[src/rtl/piso_pkg.sv]
// Shared types and helpers for the piso_tx parallel-in/serial-out transmitter.
package piso_pkg;

  typedef enum logic [1:0] {
    IDLE   = 2'd0,
    SHIFT  = 2'd1,
    PARITY = 2'd2
  } state_t;

  localparam int DATA_W_MAX = 32;

  function automatic int cnt_width(input int w);
    return $clog2(w + 1);
  endfunction

  // Widest bit counter any legal DATA_W can need.
  localparam int CNT_W = cnt_width(DATA_W_MAX);

  function automatic logic even_parity(input logic [DATA_W_MAX-1:0] word);
    return ^word;
  endfunction

endpackage

[src/rtl/piso_shreg.sv]
// Loadable shift register; the serial tap is the end the data leaves from.
module piso_shreg #(
  parameter int W = 8
) (
  input  logic         sys_clk,
  input  logic         sys_rst,
  input  logic         load,
  input  logic         shift,
  input  logic         shift_right,
  input  logic [W-1:0] load_val,
  output logic         ser_bit
);

  logic [W-1:0] sr_reg;

  always_ff @(posedge sys_clk) begin
    if (sys_rst) begin
      sr_reg <= '0;
    end else if (load) begin
      sr_reg <= load_val;
    end else if (shift) begin
      if (shift_right) begin
        sr_reg <= {1'b0, sr_reg[W-1:1]};
      end else begin
        sr_reg <= {sr_reg[W-2:0], 1'b0};
      end
    end
  end

  assign ser_bit = shift_right ? sr_reg[0] : sr_reg[W-1];

endmodule

[src/rtl/piso_tx.sv]
// Parallel-in/serial-out transmitter with valid/ready load and frame qualifier.
// Define PISO_TX_PARITY_EN to append an even-parity bit to every frame.
module piso_tx
  import piso_pkg::*;
#(
  parameter int DATA_W    = 8,
  parameter int LSB_FIRST = 1
) (
  input  logic              sys_clk,
  input  logic              sys_rst,
  input  logic              load_valid,
  output logic              load_ready,
  input  logic [DATA_W-1:0] load_data,
  output logic              ser_out,
  output logic              ser_frame,
  output logic              done
);

  localparam int CW = (cnt_width(DATA_W) <= CNT_W) ? cnt_width(DATA_W) : CNT_W;
  localparam logic [CW-1:0] LAST_IDX = CW'(DATA_W - 1);
`ifdef PISO_TX_PARITY_EN
  localparam int PAR_POS = (LSB_FIRST != 0) ? 0 : DATA_W - 1;
`else
  localparam logic [CW-1:0] LAST_M1 = CW'(DATA_W - 2);
`endif

  state_t          state_reg;
  logic [CW-1:0]   bit_cnt_reg;
  logic            frame_reg;
  logic            done_reg;
  logic            at_last_data;
  logic            frame_end;
  logic            accept;
  logic            sr_load;
  logic            sr_shift;
  logic [DATA_W-1:0] sr_load_val;
`ifdef PISO_TX_PARITY_EN
  logic            parity_reg;
`endif

  assign at_last_data = (state_reg == SHIFT) && (bit_cnt_reg == LAST_IDX);
`ifdef PISO_TX_PARITY_EN
  assign frame_end = (state_reg == PARITY);
`else
  assign frame_end = at_last_data;
`endif

  assign load_ready = !sys_rst && ((state_reg == IDLE) || frame_end);
  assign accept     = load_valid && load_ready;

  // Loading zeros at frame end keeps ser_out low whenever the line is idle.
  always_comb begin
    sr_load     = 1'b0;
    sr_shift    = 1'b0;
    sr_load_val = '0;
    if (accept) begin
      sr_load     = 1'b1;
      sr_load_val = load_data;
    end else if (at_last_data) begin
      sr_load = 1'b1;
`ifdef PISO_TX_PARITY_EN
      sr_load_val[PAR_POS] = parity_reg;
`endif
    end else if (frame_end) begin
      sr_load = 1'b1;
    end else if (state_reg == SHIFT) begin
      sr_shift = 1'b1;
    end
  end

  piso_shreg #(
    .W (DATA_W)
  ) u_shreg (
    .sys_clk     (sys_clk),
    .sys_rst     (sys_rst),
    .load        (sr_load),
    .shift       (sr_shift),
    .shift_right (LSB_FIRST != 0),
    .load_val    (sr_load_val),
    .ser_bit     (ser_out)
  );

  always_ff @(posedge sys_clk) begin
    if (sys_rst) begin
      state_reg   <= IDLE;
      bit_cnt_reg <= '0;
      frame_reg   <= 1'b0;
      done_reg    <= 1'b0;
`ifdef PISO_TX_PARITY_EN
      parity_reg  <= 1'b0;
`endif
    end else begin
      done_reg <= 1'b0;
      // An accept can only occur in IDLE or on the final cycle of a frame.
      if (accept) begin
        state_reg   <= SHIFT;
        bit_cnt_reg <= '0;
        frame_reg   <= 1'b1;
`ifdef PISO_TX_PARITY_EN
        parity_reg  <= even_parity(DATA_W_MAX'(load_data));
`endif
      end else begin
        case (state_reg)
          SHIFT: begin
            if (bit_cnt_reg != LAST_IDX) begin
              bit_cnt_reg <= bit_cnt_reg + CW'(1);
`ifndef PISO_TX_PARITY_EN
              done_reg    <= (bit_cnt_reg == LAST_M1);
`endif
            end else begin
`ifdef PISO_TX_PARITY_EN
              state_reg   <= PARITY;
              bit_cnt_reg <= '0;
              done_reg    <= 1'b1;
`else
              state_reg   <= IDLE;
              bit_cnt_reg <= '0;
              frame_reg   <= 1'b0;
`endif
            end
          end
`ifdef PISO_TX_PARITY_EN
          PARITY: begin
            state_reg   <= IDLE;
            bit_cnt_reg <= '0;
            frame_reg   <= 1'b0;
          end
`endif
          default: begin
            state_reg   <= IDLE;
            bit_cnt_reg <= '0;
            frame_reg   <= 1'b0;
          end
        endcase
      end
    end
  end

  assign ser_frame = frame_reg;
  assign done      = done_reg;

endmodule

[config.mk]
export PLATFORM = sky130hd
export DESIGN_NAME = piso_tx
export DESIGN_NICKNAME = d
export VERILOG_FILES = /design/src/rtl/piso_pkg.sv /design/src/rtl/piso_shreg.sv /design/src/rtl/piso_tx.sv
export SDC_FILE = /design/constraint.sdc
export NUM_CORES = 1
export LEC_CHECK = 0
export ABC_AREA = 1
export CAP_MARGIN = 20
export CELL_PAD_IN_SITES_DETAIL_PLACEMENT = 2
export CELL_PAD_IN_SITES_GLOBAL_PLACEMENT = 2
export CORE_UTILIZATION = 24
export DETAILED_ROUTE_END_ITERATION = 7
export GPL_TIMING_DRIVEN = 0
export PLACE_DENSITY_LB_ADDON = 0.1
export SYNTH_ARGS = -nofsm -noshare
export SYNTH_HDL_FRONTEND = slang
export SYNTH_SLANG_ARGS = --single-unit
export TNS_END_PERCENT = 10
[constraint.sdc]
create_clock -name sys_clk -period 1.05 [get_ports sys_clk]
set_input_delay 0.21 -clock sys_clk [delete_from_list [all_inputs] [get_ports sys_clk]]
set_output_delay 0.21 -clock sys_clk [all_outputs]
set_load 0.02 [all_outputs]
==> results.sh, run 1 <==
export IMPL_outcome="finished, violations left"
export IMPL_failed_checks="negative setup slack"
export IMPL_floorplan_core_area_mm2=0.00257
export IMPL_cts_sinks=14
export IMPL_total_number_of_h_tree_levels=1
export IMPL_initial_core_util=0.262
export IMPL_finalCritPeriodShare=1.34
export IMPL_post_synth_most_frequent_cells="18 x nand3_1, 14 x dfxtp_1, 10 x inv_1, 9 x nand2_1, 8 x a21oi_1"
export IMPL_slowest_delay_ps=370
export IMPL_timing_critical_path_buf_inv=2
export IMPL_worstSetupPathType="register to output port"
export IMPL_final_net_count=125
export IMPL_synth_main_ff_cell="dfxtp_1"
export IMPL_yosys_cell_count_top_type="nand3_1"
export IMPL_worstSetupStartpointType="register"
export IMPL_grt_pass1_wl_um=3120
export IMPL_synth_area_per_cell_um2=7.83
export IMPL_io_pins=15
export IMPL_drt_wl_total_um=1880
export IMPL_synthDistinctLibCells=16
export IMPL_critical_path_peak_fanout=2
export IMPL_fp_dieW_um=55.0
export IMPL_fin_crit_period_ps=1400
export IMPL_worstPathRequired_ps=840
export IMPL_clk_transition_reported_paths_ps=80
export IMPL_skew_ps=0.740
export IMPL_cts_root_buffer="clkbuf_4"
export IMPL_grt_util_all_layers=0.158
export IMPL_setup_viol=10
export IMPL_crit_chain="ha_4 > nand3_4 > nand2_8 > inv_6 > nor2_4 > buf_6"
export IMPL_largest_reg_flops=8
export IMPL_postLayoutCoreUtil=0.373
export IMPL_antennaDiodeCount=0
export IMPL_totalNegativeSetupSlack_ps=-2510
export IMPL_cts_buffers=3
export IMPL_achievable_frequency_ghz=0.713
export IMPL_timing_final_max_slew_violations=0
export IMPL_rsz0062_at_grt="true"
export IMPL_drt_iter0_drc=0
export IMPL_maxCapViolCount=0
export IMPL_hpwlAfterDp_um=1270
export IMPL_vias_in_the_first_global_route=679
export IMPL_netlist_area_um2=673
export IMPL_synthesized_netlist_cell_count=86
export IMPL_cts_tree="yes"
export IMPL_clockBufferDepth=2
export IMPL_synth_top_area_frac=0.416
export IMPL_place_port_buffers=14
export IMPL_routedWlPerCell_um=13.4
export IMPL_dp_slack_ps=-746
export IMPL_area_delta_synth_final_pct=42.2
export IMPL_synth_top_cell_by_area="dfxtp_1"
export IMPL_syn_nets=99
export IMPL_peakVddDrop_uv=489
export IMPL_layout_cells_sized_above_1=0.282
export IMPL_grt_overflow_total=0
export IMPL_synth_edff_count=0
export IMPL_ys_warnings_count=0
export IMPL_die_area_mm2=0.00302
export IMPL_cp_arrival_ps=1190
export IMPL_routed_via_density=4.68
export IMPL_synth_seq_cells=14
export IMPL_placementRows=18
export IMPL_route_vias_total=655
export IMPL_drt_drc_violations_left=0
export IMPL_holdCritPathClass="input port to register"
export IMPL_drt_first_pass_iters=1
export IMPL_synth_yosys_seq_area_share=0.416
export IMPL_timing_critical_path_to_type="output port"
export IMPL_grt_max_degree=11
export IMPL_pwr_density_cell_mw_per_mm2=1200
export IMPL_synth_area_top_cells="dfxtp_1 42%, nand3_1 13%, a21oi_1 5.9%"
export IMPL_fillCellCount=301
export IMPL_highest_delay_cell_along_the_critical_path="dfxtp_4"
export IMPL_die_y_um=55.0
export IMPL_worst_path_dominant_cell_family="flip-flops"
export IMPL_antenna_violations_before_repair=0
export IMPL_final_hold_viol_count=0
export IMPL_setup_ws_final_ps=-353
export IMPL_power_static_leakage_nw=0.404
export IMPL_place_congestion=0.654
export IMPL_clkLatencyLatePin_ps=280
export IMPL_postRouteAntennaNets=0
export IMPL_timing_worst_slew_pin_value_ps=191
export IMPL_slew_limit_headroom=0.873
export IMPL_synthArstFlopShare=0
-- cell usage in the layout (no fill, tap or decap), types with 2 or more instances in the layout --
| master | instances |
|---|---|
| buf_4 | 8 |
| dfxtp_4 | 2 |
| nor2_1 | 5 |
| o21ai_0 | 7 |
| clkdlybuf4s50_1 | 9 |
| nand3_1 | 18 |
| nand2_4 | 2 |
| a21oi_1 | 8 |
| clkbuf_4 | 3 |
| nand2_1 | 9 |
| buf_6 | 2 |
| inv_2 | 2 |
| buf_2 | 3 |
| inv_1 | 9 |
| dfxtp_1 | 11 |
-- metrics by stage --
step           area (um2)  hold WS, ps  std cells  power, mW
4_1_cts               946          325        139       1.17
6_report              957          331        140       1.15
3_3_place_gp          876          449        130      0.832
3_5_place_dp          876          463        130      0.840
5_1_grt               957          351        140       1.22
2_1_floorplan         698          279         86      0.737
-- what timing repair did --
item | CTS | global route
pin swaps | 3 | 1
setup buffers | 6 | 1
hold buffers | 0 | 0
setup endpoints to repair | 18 | 15
gates resized for setup | 23 | 2
-- worst register-to-register path, delay by kind of cell (launching register included) --
family	cells	cell delay, ps
buffers and inverters	4	470
DFF	1	370
and+or+nand+nor	3	220
adders and majority gates	1	140
AOI/OAI and AO/OA	1	60
-- cells by family after synthesis --
group | synth area share
AO/OA/AOI/OAI | 0.112
buffers and inverters | 0.100
adder cells (fa/ha/maj) | 0.0372
AND/OR/NAND/NOR | 0.322
XOR/XNOR | 0.0130
flip-flops | 0.416
-- layer usage --
layer  track usage  up-vias  share of wire
met5             0        -              0
met1         0.194      307           0.50
met2         0.237       13           0.43
met4         0.113        0          0.028
li1              -      331              -
met3        0.0410        4          0.042
-- report_power, final --
group / leakage, nW / switching, mW / internal [mW]
sequential: 0.117 / 0.0182 / 0.562
combinational: 0.274 / 0.141 / 0.114
clock: 0.0138 / 0.183 / 0.133
total: 0.404 / 0.342 / 0.809
-- area by class of cell --
type / count / area (um2) / area share
flip-flops and latches: 14 / 289 / 0.302
clock buffers: 3 / 22.5 / 0.0235
repair buffers: 21 / 178 / 0.186
inverters: 13 / 57.6 / 0.0601
plain buffers: 2 / 18.8 / 0.0196
multi-input cells: 57 / 354 / 0.370
well taps: 30 / 37.5 / 0.0392
-- final timing paths --
kind,start,end,slack (ps),cells past startpoint
max reg2reg,bit_cnt_reg[0],u_shreg.sr_reg[3],-310,9
min,sys_rst,u_shreg.sr_reg[7],330,2
min reg2reg,u_shreg.sr_reg[7],u_shreg.sr_reg[7],500,2
max,bit_cnt_reg[0],load_ready,-350,6
No activity file was read; power rests on OpenSTA's default activity.
==> inputs of run 2 (changes only) <==
==> constraint.sdc (replaced) <==
create_clock -name sys_clk -period 1.05 [get_ports sys_clk]
set_input_delay 0.21 -clock sys_clk [delete_from_list [all_inputs] [get_ports sys_clk]]
set_output_delay 0.21 -clock sys_clk [all_outputs]
set_load 0.005 [all_outputs]
==> run 2 against run 1 <==
  * Largest cell class unchanged
  * Sequential cell count unchanged
  * Non-clock buffer count is 3 lower
  * Highest routed layer unchanged
  * The run still ends with negative setup slack left
  * Combinational power fell by 7%
==> results.sh, run 2 (synthesis gave the netlist of run 1 again) <==
export IMPL_cts_sinks=14
export IMPL_drt_first_pass_iters=4
export IMPL_cp_arrival_ps=1210
export IMPL_vias_in_the_first_global_route=635
export IMPL_grt_met1_usage=0.185
export IMPL_r2r_start="bit_cnt_reg[1]"
export IMPL_placed_area_um2=868
export IMPL_cts_tree="yes"
export IMPL_whs_path_depth=3
export IMPL_worstSetupStartpointType="register"
export IMPL_dp_slack_ps=-614
export IMPL_clockBufferDepth=2
export IMPL_fillCellCount=312
export IMPL_placementRows=18
export IMPL_skew_ps=7.78
export IMPL_outcome="finished, violations left"
export IMPL_crit_reg2reg_capture="u_shreg.sr_reg[0]"
export IMPL_worst_hold_startpoint="load_data[0]"
export IMPL_slowest_delay_ps=370
export IMPL_achievable_frequency_ghz=0.706
export IMPL_critical_path_peak_fanout=3
export IMPL_timing_critical_path_to_type="output port"
export IMPL_maxCapViolCount=0
export IMPL_route_vias_total=657
export IMPL_busiest_layer="met2"
export IMPL_grt_pass1_wl_um=2920
export IMPL_fin_crit_period_ps=1420
export IMPL_grt_use_met3=0.0492
export IMPL_grt_overflow_total=0
export IMPL_timing_worst_slew_pin_value_ps=209
export IMPL_layout_cells_sized_above_1=0.259
export IMPL_grt_use_met2=0.217
export IMPL_pwr_density_cell_mw_per_mm2=1320
export IMPL_highest_delay_cell_along_the_critical_path="dfxtp_2"
export IMPL_worstSetupPathType="register to output port"
export IMPL_cts_buffers=3
export IMPL_place_port_buffers=14
export IMPL_clkLatencyLatePin_ps=290
export IMPL_io_pins=15
export IMPL_grt_util_all_layers=0.144
export IMPL_rsz0062_at_grt="true"
export IMPL_timing_critical_path_buf_inv=2
export IMPL_worst_hold_endpoint="u_shreg.sr_reg[0]"
export IMPL_grt_max_degree=11
export IMPL_drt_iter0_drc=3
export IMPL_drt_drc_violations_left=0
export IMPL_failed_checks="negative setup slack"
export IMPL_setup_viol=11
export IMPL_antennaDiodeCount=0
export IMPL_hpwlAfterDp_um=1300
export IMPL_r2r_setup_slack_ps=-100
export IMPL_timing_final_max_slew_violations=0
export IMPL_cts_root_buffer="clkbuf_4"
export IMPL_initial_core_util=0.262
export IMPL_worstPathRequired_ps=840
export IMPL_largest_reg_flops=8
export IMPL_die_area_mm2=0.00302
export IMPL_routedWlPerCell_um=13.1
export IMPL_postRouteAntennaNets=0
export IMPL_antenna_violations_before_repair=0
export IMPL_area_delta_synth_final_pct=39.4
export IMPL_finalCritPeriodShare=1.35
export IMPL_worst_r2r_cell_count=6
export IMPL_holdCritPathClass="input port to register"
export IMPL_drt_wl_total_um=1810
export IMPL_final_area_um2=938
export IMPL_peakVddDrop_uv=576
export IMPL_setup_ws_final_ps=-367
export IMPL_power_static_leakage_nw=0.392
export IMPL_routed_via_density=4.76
export IMPL_crit_chain="ha_4 > nand3_4 > nand2_8 > inv_4 > nor2_2 > buf_2"
export IMPL_final_net_count=122
export IMPL_total_number_of_h_tree_levels=1
export IMPL_place_congestion=0.654
export IMPL_worst_path_dominant_cell_family="flip-flops"
export IMPL_fp_dieW_um=55.0
export IMPL_clk_transition_reported_paths_ps=100
export IMPL_final_hold_viol_count=0
export IMPL_slew_limit_headroom=0.860
export IMPL_die_y_um=55.0
export IMPL_most_common_library_cell_in_the_layout_ignoring_fill_and_taps="nand3_1"
export IMPL_floorplan_core_area_mm2=0.00257
export IMPL_layout_cells_most_common_list="18 x nand3_1, 11 x dfxtp_1, 11 x clkdlybuf4s50_1, 9 x inv_1, 9 x nand2_1"
==> run 2: changes by cell type in the layout (fill, tap and decap cells not counted), moves of 2 or more <==
| cell | change |
|---|---|
| buf_4 | -3 |
| buf_2 | -2 |
| clkdlybuf4s50_1 | +2 |
| clkbuf_2 | +2 |
==> run 2: routing by layer <==
layer	share of wire	wire length, um
met5	0	0
met4	0.0083	15
met3	0.040	72
met2	0.46	837
met1	0.49	879
==> run 2: worst reg2reg max path: cells and delay by family (launching register included) <==
family	cells	cell delay, ps
flops	1	370
simple gates	3	270
buf+inv	1	160
fa+ha+maj	1	150
compound gates	1	140
==> run 2: area by class of cell <==
type	count	area, um2	area share
plain buffers	2	18.8	0.0200
clock buffers	4	36.3	0.0387
inverters	13	55.1	0.0587
multi-input cells	57	349	0.372
flip-flops and latches	14	287	0.305
well taps	30	37.5	0.0400
repair buffers	18	155	0.165
==> run 2: how the worst max path moves through the flow <==
stage / start / endpoint / cells past startpoint / slack (ps)
2_1_floorplan: bit_cnt_reg[1] / load_ready / 5 / -3
6_report: bit_cnt_reg[1] / load_ready / 6 / -370
3_5_place_dp: bit_cnt_reg[0] / load_ready / 6 / -610
4_1_cts: bit_cnt_reg[1] / load_ready / 6 / -380
3_3_place_gp: bit_cnt_reg[0] / load_ready / 6 / -610
5_1_grt: bit_cnt_reg[1] / load_ready / 6 / -430
==> run 2: report_power, final <==
group	switching [mW]	internal, mW
clock network	0.203	0.211
registers	0.0196	0.565
logic	0.124	0.112
total	0.347	0.887
==> run 2: through the flow <==
stage	hold slack, ps	setup TNS, ps	total power [mW]	util	std cells
finish	485	-2010	1.23	0.365	138
CTS	480	-2110	1.26	0.369	138
global placement	450	-5790	0.816	0.338	130
floorplan	279	-2.70	0.721	-	86
detailed placement	465	-6070	0.824	0.338	130
global route	489	-2890	1.31	0.365	138
==> run 2: repair_timing <==
action / in CTS / in global routing
endpoints found under the setup margin: 18 / 18
pin swaps: 2 / 0
buffers inserted: 4 / 0
hold buffers: 0 / 0
gates resized for setup: 13 / 2
